File: src/rtl/sh_deser.sv
// sh_deser -- serial-to-parallel deserializer with a one-word output register.
//
// Bits arrive LSB first on sh_in and are captured only on edges where the
// strobe sh is high. After W strobes the assembled word is offered on q with
// vld. A word that completes while the previous one is still unconsumed
// (vld=1, rdy=0) is dropped and the sticky ovr flag is raised. The serial side
// never stalls.
//
// Ports
//   clk    in   single clock, all state on posedge
//   rst    in   synchronous active-high reset
//   sh_in  in   serial data bit (LSB of each word first)
//   sh     in   bit strobe
//   rdy    in   consumer ready for q
//   clr    in   clears sticky ovr
//   q      out  last completed word (registered)
//   vld    out  q holds an unconsumed word
//   busy   out  partial word in progress (cnt != 0)
//   cnt    out  bits captured in the current word
//   ovr    out  sticky overrun flag
module sh_deser #(
  parameter int W = 8
) (
  input  logic                   clk,
  input  logic                   rst,
  input  logic                   sh_in,
  input  logic                   sh,
  input  logic                   rdy,
  input  logic                   clr,
  output logic [W-1:0]           q,
  output logic                   vld,
  output logic                   busy,
  output logic [$clog2(W)-1:0]   cnt,
  output logic                   ovr
);
  localparam int CW = $clog2(W);
  localparam logic [CW-1:0] CMAX = CW'(W - 1);

  localparam logic [0:0] EMPTY = 1'b0;
  localparam logic [0:0] FULL  = 1'b1;

  logic [W-1:0]  sr_q, sr_d;
  logic [CW-1:0] cnt_q, cnt_d;
  logic [W-1:0]  q_q, q_d;
  logic [0:0]    st_q, st_d;
  logic          ovr_q, ovr_d;

  logic          done;
  logic [W-1:0]  word;
  logic          overrun;

  // The word is taken from the shift input directly so it is ready on the
  // same edge as the last strobe, not one edge later.
  assign word = {sh_in, sr_q[W-1:1]};
  assign done = sh && (cnt_q == CMAX);

  always_comb begin
    sr_d    = sr_q;
    cnt_d   = cnt_q;
    q_d     = q_q;
    st_d    = st_q;
    overrun = 1'b0;

    if (sh) begin
      sr_d  = word;
      // Explicit wrap: W need not be a power of two.
      cnt_d = (cnt_q == CMAX) ? '0 : cnt_q + 1'b1;
    end

    case (st_q)
      EMPTY: begin
        if (done) begin
          st_d = FULL;
          q_d  = word;
        end
      end
      default: begin
        if (done) begin
          // Consumer draining this edge frees the slot for the new word.
          if (rdy) q_d = word;
          else     overrun = 1'b1;
        end else if (rdy) begin
          st_d = EMPTY;
        end
      end
    endcase

    // Set wins over clear.
    if (overrun)  ovr_d = 1'b1;
    else if (clr) ovr_d = 1'b0;
    else          ovr_d = ovr_q;
  end

  always_ff @(posedge clk) begin
    if (rst) begin
      sr_q  <= '0;
      cnt_q <= '0;
      q_q   <= '0;
      st_q  <= EMPTY;
      ovr_q <= 1'b0;
    end else begin
      sr_q  <= sr_d;
      cnt_q <= cnt_d;
      q_q   <= q_d;
      st_q  <= st_d;
      ovr_q <= ovr_d;
    end
  end

  assign q    = q_q;
  assign vld  = (st_q == FULL);
  assign cnt  = cnt_q;
  assign busy = (cnt_q != '0);
  assign ovr  = ovr_q;

endmodule

File: config.mk
export PLATFORM = sky130hd
export DESIGN_NAME = sh_deser
export DESIGN_NICKNAME = d
export VERILOG_FILES = /design/src/rtl/sh_deser.sv
export SDC_FILE = /design/constraint.sdc
export NUM_CORES = 1
export LEC_CHECK = 0
export BUFFER_PORTS_ARGS = -buffer_cell sky130_fd_sc_hd__buf_2
export CAP_MARGIN = 0
export CORE_MARGIN = 2
export CORE_UTILIZATION = 54
export CTS_BUF_LIST = sky130_fd_sc_hd__clkbuf_4
export CTS_CLUSTER_DIAMETER = 200
export CTS_CLUSTER_SIZE = 24
export DETAILED_ROUTE_END_ITERATION = 12
export PLACE_DENSITY = 0.8
export SYNTH_ARGS = -nofsm -noshare
export SYNTH_HDL_FRONTEND = slang
export SYNTH_SLANG_ARGS = --single-unit
File: constraint.sdc
create_clock -name clk -period 1.7 [get_ports clk]
set_input_delay 0.17 -clock clk [delete_from_list [all_inputs] [get_ports clk]]
set_output_delay 0.17 -clock clk [all_outputs]
set_load 0.03 [all_outputs]
# == Word level (Yosys, flattened, before mapping) ==
# Cells that the tools add are included.
# word_totals
mem_bits_ro,0
output_inout_bits,14
in_bits,6
word_cells,25
latch_bits,0
ff_bits,21
mem_bits_rw,0
n_memories,0
# op_classes
n_div,0
n_mul,0
magnitude_cmp,0
muxes,13
reduce_logical,4
n_addsub,1
n_eq_ne,2
shift,0
bitwise_logic,0
# ops
operator,count
8-bit 2-to-1 mux,4
1-bit 2-to-1 mux,8
"3-bit by 1-bit adder with 3-bit output, second input constant",1
"3-bit equality test, second input constant",1
3-bit 2-to-1 mux,1
3-bit nonzero test,1
"2-bit != test, second input constant",1
2-bit AND reduction,1
2-bit nonzero test,1
1-bit logical AND,1

# == Logic depth before layout (Yosys ltp) ==
# Gate-level depths: netlist of run 1.
# logic_depth
ltp_word,5
mapped_depth,5

# == Worst setup path after synthesis of run 1 ==
# Ideal clock, no wire load.
# synth_timing
path_kind,register -> register
startpoint,"reg cnt_q[0], in the netlist cnt[0]"
endpoint,"reg q_q[0], in the netlist q[0]"
required_ps,1628
arrival_ps,1434
period_less_slack_ps,1506
slack_ps,194
stages_incl_launch_ff,6
setup_ps,72
path_cell_list,dfxtp_1 > ha_1 > ha_1 > nand2_2 > nor2_8 > mux2i_1
# synth_between
elab_chain_len,3
# synth_rtl
item,line_no,source
start: declaration,43,"logic [CW-1:0] cnt_q, cnt_d;"
start signal: assignment,103,cnt_q <= cnt_d;
3-bit equality test,55,assign done = sh && (cnt_q == CMAX);
1-bit logical AND,55,
2-bit AND reduction (no line),n/a,
end signal: assignment,104,q_q <= q_d;
end: declaration,44,"logic [W-1:0] q_q, q_d;"
# No other way between the ends.
# A chain may end at the register's enable or synchronous reset.

# == Worst setup path in the final report of run 1 ==
# Ends and elaborated chain as after synthesis.

==> out/qor.yml, run 1 <==
grt-ovfl-total: 0
end_kind: "flip-flop"
powerDensity_nw_per_um2: 794.7
whs_path_depth: 3
placedCellCount: 116
grt_usage_pct: 14.59
synthMuxAreaShare_pct: 19.40
rr_worst_depth: 5
slew_headroom_pct: 74.94
grt_pass1_wl_microns: 2104
path_clk_slew_ns: 0.11
clockRootBuffer: "clkbuf_4"
setup_viol: 0
postSynthAreaPerCell_sq_um: 10.32
route.detailed.drc: 0
ant_nets: 0
final.setup.tns_ns: 0
synth_top_family_by_area: "simple AND/OR/NAND/NOR gates"
synth_cells: 85
io_buffers: 19
drt-total-wl_microns: 1262
total_power_mw: 0.7865
syn-cell-area_sq_um: 877.1
hold_class: "in2reg"
grt_antenna_before_repair: 0
syn_nets: 94
clk_latency_ns: 0.30
die_area_sq_um: 1962
area_growth_pct: 12.84
multiInputGateArea_sq_um: 429.2
worst_setup_path_start_kind: "flip-flop"
wl_per_cell_microns: 10.52
layout.nets: 114
r2r-start: "cnt[0]"
vias: 603
clock_skew_ns: 0.001119
cts_sinks: 20
setup_slack_ns: 0.2405
crit_top_cell: "ha_1"
synth_cell_types: 18
die_w_microns: 44.30
fin_hold_ws_ns: 0.1184
rsz0062_at_grt: "false"
drive_gt1_share_pct: 25.00
worstPathArrival_ns: 1.70
peakVddDrop_mv: 0.5424
yosys.area_share.simple_pct: 22.97
initial_utilization_pct: 58.22
power_leakage_nw: 0.4379
synth-seq-cells: 20
mostFrequentLayoutCells: "dfxtp_1, buf_2, nand2b_1, mux2i_1, nor2_1"
worst_slew_pin_slew_ns: 0.3760
nFillCells: 133
grt_max_degree: 29
worstSetupPathType: "reg2reg"
hp-start: "sh_in"
rows: 14
vias_per_cell: 5.025
stdcell_count: 120
crit_buf_inv: 0
crit_required_ns: 1.94
cp_max_fo: 8
cts_tree: "yes"
diodes: 0
fp.dieH_microns: 44.30
cts_buffers: 3
period_minus_slack_ns: 1.459
cap_violations: 0
cp_slowest_stage_delay_ns: 0.41
clk_path_buf_depth: 2
synth-adder-area-share_pct: 4.280
hold-path-endpoint: "sr_q[7]"
ctsHoldBuffers: 0
seq_area_frac_synth_pct: 45.65
dpl_cell_area_sq_um: 963.4
yosysWarnings: 0
timing.fmax_mhz: 685.2
post-route-util_pct: 65.70
status: "finished, final reports clean"
slowest_stage: "dfxtp_1"
io_pins: 20
rrSetupSlack_ns: 0.24
first_pass_iters: 4
synth-xor-area-share_pct: 0
place_congestion: 0.7317
period_share_pct: 85.85
final_common_cell: "dfxtp_1"
hpwl_microns: 903.8
final_cell_area_sq_um: 989.7
cts_resized: 0
core-area_sq_um: 1506
cpLargestDelayFamily: "adder cells"
dp_slack_ns: 0.2611
finalHoldViolations: 0
synth_compound_area_share_pct: 2.282
post_cts.repair.setup_buffers: 0
ctsHtreeMaxLevel: 1
worstPathCellList: "ha_1 -> ha_1 -> nand2_2 -> nor2_8 -> mux2i_1"
reg2reg_to: "q[0]"
grt_pass1_vias: 485
drt-initial-drc-count: 8
register_area_sq_um: 400.4
slew_viol_final: 0
-- routing by layer --
metal / vias up / track usage (%) / share of wire [%]
li1: 311 / - / -
met1: 279 / 21.19 / 49
met2: 11 / 20.88 / 46
met3: 2 / 3.673 / 3.0
met4: 0 / 5.455 / 1.4
met5: - / 0 / 0
-- worst max path at each step --
stage,startpoint,endpoint,slack (ns),depth (start not counted)
after global routing,cnt[0],q[6],0.1,5
final,cnt[0],q[0],0.24,5
after detailed placement,cnt[0],q[2],0.26,5
after global placement,cnt[0],q[1],0.32,5
after floorplan,cnt[0],q[0],0.19,5
after CTS,cnt[0],q[2],0.23,5
-- cell usage after synthesis --
| master | n | area, sq um |
|---|---|---|
| nor2b_4 | 1 | 13.76 |
| nor2_8 | 1 | 20.02 |
| nand2b_1 | 17 | 106.4 |
| nor2_1 | 12 | 45.04 |
| a32oi_1 | 1 | 8.760 |
| buf_4 | 2 | 15.01 |
| buf_6 | 1 | 11.26 |
| nand2_2 | 1 | 6.260 |
| dfxtp_1 | 20 | 400.4 |
| nand2_1 | 1 | 3.750 |
| clkbuf_2 | 1 | 5.000 |
| inv_1 | 3 | 11.26 |
| ha_1 | 3 | 37.54 |
| nor2b_1 | 1 | 6.260 |
| mux2i_1 | 17 | 170.2 |
| buf_2 | 1 | 5.000 |
| o22ai_1 | 1 | 6.260 |
| a21oi_1 | 1 | 5.000 |
-- where the power goes --
part	total, mW	leakage [nW]	internal (mW)	switching, mW
registers	0.482	0.162	0.476	0.00634
clock network	0.229	0.0154	0.0856	0.144
logic	0.0754	0.261	0.0312	0.0442
-- layout make-up --
class	count	share of cell area [%]
clock buffers	3	2.276
clock inverters	1	0.3793
inverters	3	1.138
multi-input cells	57	43.36
flip-flops and latches	20	40.46
well taps	16	2.023
repair buffers	20	10.37
-- tightest hold or removal path: stages --
cell     delay, ns
buf_2         0.09
mux2i_1       0.06
nor2_1        0.07
-- kinds of logic after synthesis --
| family | Yosys count |
|---|---|
| simple gates | 34 |
| mux | 17 |
| compound gates | 3 |
| buf+inv | 8 |
| fa+ha+maj | 3 |
| flops | 20 |
-- state kept, by name, indices dropped and copies added (netlist names) --
name and count:
cnt 3, ovr 1, q 8, sr_q 7, vld 1
(Power assumes the default switching activity.)
==> inputs of run 2 (changes only) <==
--- a/config.mk
+++ b/config.mk
@@ -13,7 +13,7 @@
 export CTS_CLUSTER_DIAMETER = 200
 export CTS_CLUSTER_SIZE = 24
 export DETAILED_ROUTE_END_ITERATION = 12
-export PLACE_DENSITY = 0.8
+export PLACE_DENSITY = 0.91
 export SYNTH_ARGS = -nofsm -noshare
 export SYNTH_HDL_FRONTEND = slang
 export SYNTH_SLANG_ARGS = --single-unit
==> run 2 against run 1 <==
Clock-buffer cell count is the same. Final area grew 1.9%. Via count is 0.83% lower. Sequential share of layout area decreased by 0.75 points. Die area stayed put.
==> out/qor.yml, run 2 (synthesis gave the netlist of run 1 again) <==
status: "finished, final reports clean"
r2r-start: "cnt[0]"
slew_viol_final: 0  # unchanged
slowest_stage: "dfxtp_1"
cp_max_fo: 8  # unchanged
drt-total-wl_microns: 1341  # +6.3%
drive_gt1_share_pct: 25.24  # +0.24 points
worst_slew_pin_slew_ns: 0.3895  # +0.01350 ns
place_congestion: 0.8155  # +11%
largest_reg_flops: 8  # unchanged
clockRootBuffer: "clkbuf_4"
grt-ovfl-total: 0  # unchanged
io_buffers: 19  # unchanged
mostFrequentLayoutCells: "dfxtp_1, buf_2, nand2b_1, mux2i_1, nor2_1"
worstPathCellList: "ha_1 -> ha_1 -> nand2_2 -> nor2_8 -> mux2i_1"
hold-path-endpoint: "sr_q[7]"
route.detailed.drc: 0  # unchanged
ant_nets: 0  # unchanged
clock_skew_ns: 0.002223  # +0.001104 ns
area_growth_pct: 14.98
fin_hold_ws_ns: 0.1466  # +0.02819 ns
power_leakage_nw: 0.4457  # +1.8%
setup_viol: 0  # unchanged
worstSetupPathType: "reg2reg"
clk_path_buf_depth: 2  # unchanged
cts_tree: "yes"
grt_max_degree: 29  # unchanged
rows: 14  # unchanged
drt-initial-drc-count: 2  # -6
first_pass_iters: 3  # -1
powerDensity_nw_per_um2: 926.0  # +17%
final_common_cell: "dfxtp_1"
cts_buffers: 3  # unchanged
fp.dieH_microns: 44.30  # unchanged
crit_top_cell: "ha_1"
diodes: 0  # unchanged
die_w_microns: 44.30  # unchanged
crit_required_ns: 1.93  # about the same
slew_headroom_pct: 74.03  # -0.90 points
rr_worst_depth: 5  # unchanged
end_kind: "flip-flop"
vias: 598  # -0.83%
initial_utilization_pct: 58.22  # unchanged
hpwl_microns: 957.5  # +5.9%
nFillCells: 120  # -9.8%
ctsHtreeMaxLevel: 1  # unchanged
reg2reg_to: "q[7]"
worstPathArrival_ns: 1.68  # -0.02 ns
die_area_sq_um: 1962  # unchanged
layout.nets: 113  # -0.88%
cap_violations: 0  # unchanged
cts_resized: 0  # unchanged
path_clk_slew_ns: 0.11  # about the same
io_pins: 20  # unchanged
core-area_sq_um: 1506  # unchanged
timing.fmax_mhz: 691.0  # +0.85%
cts_sinks: 20  # unchanged
rrSetupSlack_ns: 0.25  # about the same
final_cell_area_sq_um: 1008  # +1.9%
period_minus_slack_ns: 1.447  # -0.01225 ns
ctsHoldBuffers: 0  # unchanged
whs_path_depth: 3  # unchanged
hp-start: "sh_in"
grt_pass1_wl_microns: 2290  # +8.8%
post_cts.repair.setup_buffers: 0  # unchanged
hold_class: "in2reg"
peakVddDrop_mv: 0.6070  # +12%
post-route-util_pct: 66.94  # +1.2 points
worst_setup_path_start_kind: "flip-flop"
period_share_pct: 85.13  # -0.72 points
finalHoldViolations: 0  # unchanged
dpl_cell_area_sq_um: 955.9  # -0.78%
grt_usage_pct: 16.64  # +2.0 points
wl_per_cell_microns: 11.27  # +7.2%
grt_antenna_before_repair: 0  # unchanged
cp_slowest_stage_delay_ns: 0.40  # about the same
rsz0062_at_grt: "false"
clk_latency_ns: 0.29  # about the same
grt_pass1_vias: 527  # +8.7%
vias_per_cell: 5.025  # about the same
final.setup.tns_ns: 0  # unchanged
[run 2: changes by cell type in the layout (fill, tap and decap cells not counted)]
cell	change
buf_4	-1
bufinv_16	+1
clkinv_1	-1
[run 2: final cells by class]
type,instances,area (sq um),area share (%)
inverters,3,11.26,1.117
clock inverters,1,30.03,2.978
well taps,16,20.02,1.985
multi-input cells,57,429.2,42.56
clock buffers,3,22.52,2.233
repair buffers,19,95.09,9.429
flip-flops and latches,20,400.4,39.70
[run 2: how the worst max path moves through the flow]
stage / slack (ns) / cells past startpoint / to / start
2_1_floorplan: 0.19 / 5 / q[0] / cnt[0]
3_3_place_gp: 0.33 / 5 / q[0] / cnt[0]
3_5_place_dp: 0.26 / 5 / q[7] / cnt[0]
4_1_cts: 0.24 / 5 / q[7] / cnt[0]
5_1_grt: 0.1 / 5 / q[0] / cnt[0]
6_report: 0.25 / 5 / q[7] / cnt[0]
[run 2: metal layers]
layer	vias to the layer above	routed length [microns]	GRT usage, %
li1	310	-	-
met1	277	643	20.61
met2	9	629	23.82
met3	2	53	4.082
met4	0	15	14.55
met5	-	0	0
[run 2: worst max-delay path, delay by kind of cell (launching register included)]
family	cells	cell delay, ns
adder cells (fa/ha/maj)	2	0.41
flip-flops	1	0.40
multiplexers	1	0.22
AND/OR/NAND/NOR	2	0.35
[run 2: stage by stage]
stage | worst slack (ns) | total power, mW | instances
after global placement | 0.3314 | 0.5643 | 115
final | 0.2528 | 0.9339 | 119
after CTS | 0.2407 | 0.9495 | 119
after detailed placement | 0.2621 | 0.5669 | 115
after floorplan | 0.1939 | 0.5529 | 85
after global routing | 0.09974 | 0.9769 | 119
[run 2: power by group]
| group | internal, mW | leakage (nW) | switching, mW |
|---|---|---|---|
| Combinational | 0.0296 | 0.256 | 0.0444 |
| Sequential | 0.476 | 0.162 | 0.00613 |
| Clock | 0.238 | 0.0279 | 0.140 |
| Total | 0.743 | 0.446 | 0.191 |
==> inputs of run 3 (changes only) <==
--- a/config.mk
+++ b/config.mk
@@ -7,13 +7,16 @@
 export LEC_CHECK = 0
 export BUFFER_PORTS_ARGS = -buffer_cell sky130_fd_sc_hd__buf_2
 export CAP_MARGIN = 0
+export CELL_PAD_IN_SITES_DETAIL_PLACEMENT = 1
+export CELL_PAD_IN_SITES_GLOBAL_PLACEMENT = 1
 export CORE_MARGIN = 2
-export CORE_UTILIZATION = 54
+export CORE_UTILIZATION = 41
 export CTS_BUF_LIST = sky130_fd_sc_hd__clkbuf_4
 export CTS_CLUSTER_DIAMETER = 200
 export CTS_CLUSTER_SIZE = 24
 export DETAILED_ROUTE_END_ITERATION = 12
-export PLACE_DENSITY = 0.91
+export PLACE_DENSITY = 0.9
+export SKIP_CTS_REPAIR_TIMING = 1
 export SYNTH_ARGS = -nofsm -noshare
 export SYNTH_HDL_FRONTEND = slang
 export SYNTH_SLANG_ARGS = --single-unit
==> run 3 against run 2 <==
Combinational power rose by 6.8%. Non-clock buffer count increased by 1. Hold slack lost 0.020 ns. Largest power group unchanged. Largest cell class unchanged. Cell count increased by 10%. Clock power is 37% lower. First-iteration DRC count rose to 3.0 times the previous value. Clock skew hardly changed. Die area increased by 29%. Critical endpoint is now q[2]. Final area is 0.50% lower.
==> out/qor.yml, run 3 (synthesis gave the netlist of run 1 again) <==
final_cell_area_sq_um: 1003  # -0.50%
worstPathCellList: "ha_1 -> ha_1 -> nand2_2 -> nor2_8 -> mux2i_1"
cpLargestDelayFamily: "adder cells"
post-route-util_pct: 50.63  # -16 points
grt_usage_pct: 16.40  # -0.23 points
clk_latency_ns: 0.31  # +0.02 ns
layout.nets: 114  # +0.88%
setup_viol: 0  # unchanged
cts_sinks: 20  # unchanged
seqPwrFrac_pct: 60.4  # +8.8 points
clock_skew_ns: 0.001938  # -0.0002851 ns
area_growth_pct: 14.41
diodes: 0  # unchanged
total_power_mw: 0.7997  # -14%
placedCellCount: 127  # +10%
cts_buffers: 3  # unchanged
hpwl_microns: 1319  # +38%
largest_reg_flops: 8  # unchanged
pwr-share-clk_pct: 29.8  # -11 points
worstPathArrival_ns: 1.75  # +0.07 ns
dp_slack_ns: 0.2059  # -0.05626 ns
register_area_sq_um: 400.4  # unchanged
status: "finished, final reports clean"
core-area_sq_um: 1982  # +32%
cp_max_fo: 8  # unchanged
route.detailed.drc: 0  # unchanged
ant_nets: 0  # unchanged
crit_buf_inv: 0  # unchanged
rows: 16  # +2
worst_setup_path_start_kind: "flip-flop"
io_pins: 20  # unchanged
setup_slack_ns: 0.1857  # -0.06712 ns
cap_violations: 0  # unchanged
initial_utilization_pct: 44.26  # -14 points
place_congestion: 0.7090  # -13%
rsz0062_at_grt: "false"
wl_per_cell_microns: 13.43  # +19%
path_clk_slew_ns: 0.11  # about the same
p_int_mw: 0.5927  # -20%
vias: 635  # +6.2%
finalHoldViolations: 0  # unchanged
die_w_microns: 50.25  # +13%
slew_headroom_pct: 74.12  # +0.082 points
grt_max_degree: 29  # unchanged
dpl_cell_area_sq_um: 977.2  # +2.2%
peakVddDrop_mv: 0.5428  # -11%
drt-total-wl_microns: 1759  # +31%
worstSetupPathType: "reg2reg"
crit_required_ns: 1.94  # about the same
drive_gt1_share_pct: 25.00  # -0.24 points
period_minus_slack_ns: 1.514  # +0.06712 ns
clk_path_buf_depth: 2  # unchanged
crit_top_cell: "ha_1"
stdcell_count: 131  # +10%
final.setup.tns_ns: 0  # unchanged
switching_power_mw: 0.2070  # +8.6%
io_buffers: 19  # unchanged
grt_antenna_before_repair: 0  # unchanged
cts_tree: "yes"
fin_hold_ws_ns: 0.1267  # -0.01988 ns
die_area_sq_um: 2525  # +29%
final_common_cell: "dfxtp_1"
first_pass_iters: 2  # -1
slowest_stage: "dfxtp_1"
grt_pass1_wl_microns: 3015  # +32%
comb_power_share_pct: 9.9  # +2.0 points
multiInputGateArea_sq_um: 429.2  # unchanged
ctsHtreeMaxLevel: 1  # unchanged
period_share_pct: 89.08  # +3.9 points
cp_slowest_stage_delay_ns: 0.42  # +0.02 ns
swShare_pct: 25.88  # +5.5 points
power_leakage_nw: 0.4379  # -1.7%
grt-ovfl-total: 0  # unchanged
slew_viol_final: 0  # unchanged
drt-initial-drc-count: 6  # +4
vias_per_cell: 4.847  # -3.5%
worst_slew_pin_slew_ns: 0.3882  # -0.001236 ns
nFillCells: 230  # +92%
end_kind: "flip-flop"
mostFrequentLayoutCells: "dfxtp_1, buf_2, nand2b_1, mux2i_1, nor2_1"
clockRootBuffer: "clkbuf_4"
grt_pass1_vias: 660  # +25%
timing.fmax_mhz: 660.4  # -4.4%
powerDensity_nw_per_um2: 797.0  # -14%
hold_class: "in2reg"
fp.dieH_microns: 50.25  # +13%
[run 3: final timing paths]
kind | start | to | slack [ns] | depth (start not counted)
max | cnt[0] | q[2] | 0.19 | 5
max reg2reg | cnt[0] | q[2] | 0.19 | 5
min reg2reg | q[3] | q[3] | 0.48 | 2
min | sh_in | sr_q[7] | 0.13 | 3
[run 3: routing by layer]
metal | up-vias | wire length [microns] | GRT usage, %
li1 | 312 | - | -
met5 | - | 0 | 0
met1 | 303 | 726 | 16.82
met4 | 0 | 45 | 9.722
met2 | 15 | 932 | 30.70
met3 | 5 | 54 | 2.679
[run 3: final cells by class]
cell class	count	share of cell area (%)
Tap cell	27	3.367
Inverter	3	1.122
Timing Repair Buffer	20	10.22
Clock buffer	3	2.244
Clock inverter	1	0.3741
Sequential cell	20	39.90
Multi-Input combinational cell	57	42.77
[run 3: tightest hold or removal path: stages]
cell	delay, ns
buf_2	0.09
mux2i_1	0.06
nor2_1	0.09
[run 3: power groups by stage]
stage / combinational (mW) / clock (mW) / sequential (mW)
final: 0.0790 / 0.238 / 0.483
after detailed placement: 0.0800 / 0 / 0.493
after global routing: 0.0872 / 0.260 / 0.484
after CTS: 0.0802 / 0.246 / 0.483
after floorplan: 0.0531 / 0 / 0.500
after global placement: 0.0744 / 0 / 0.492
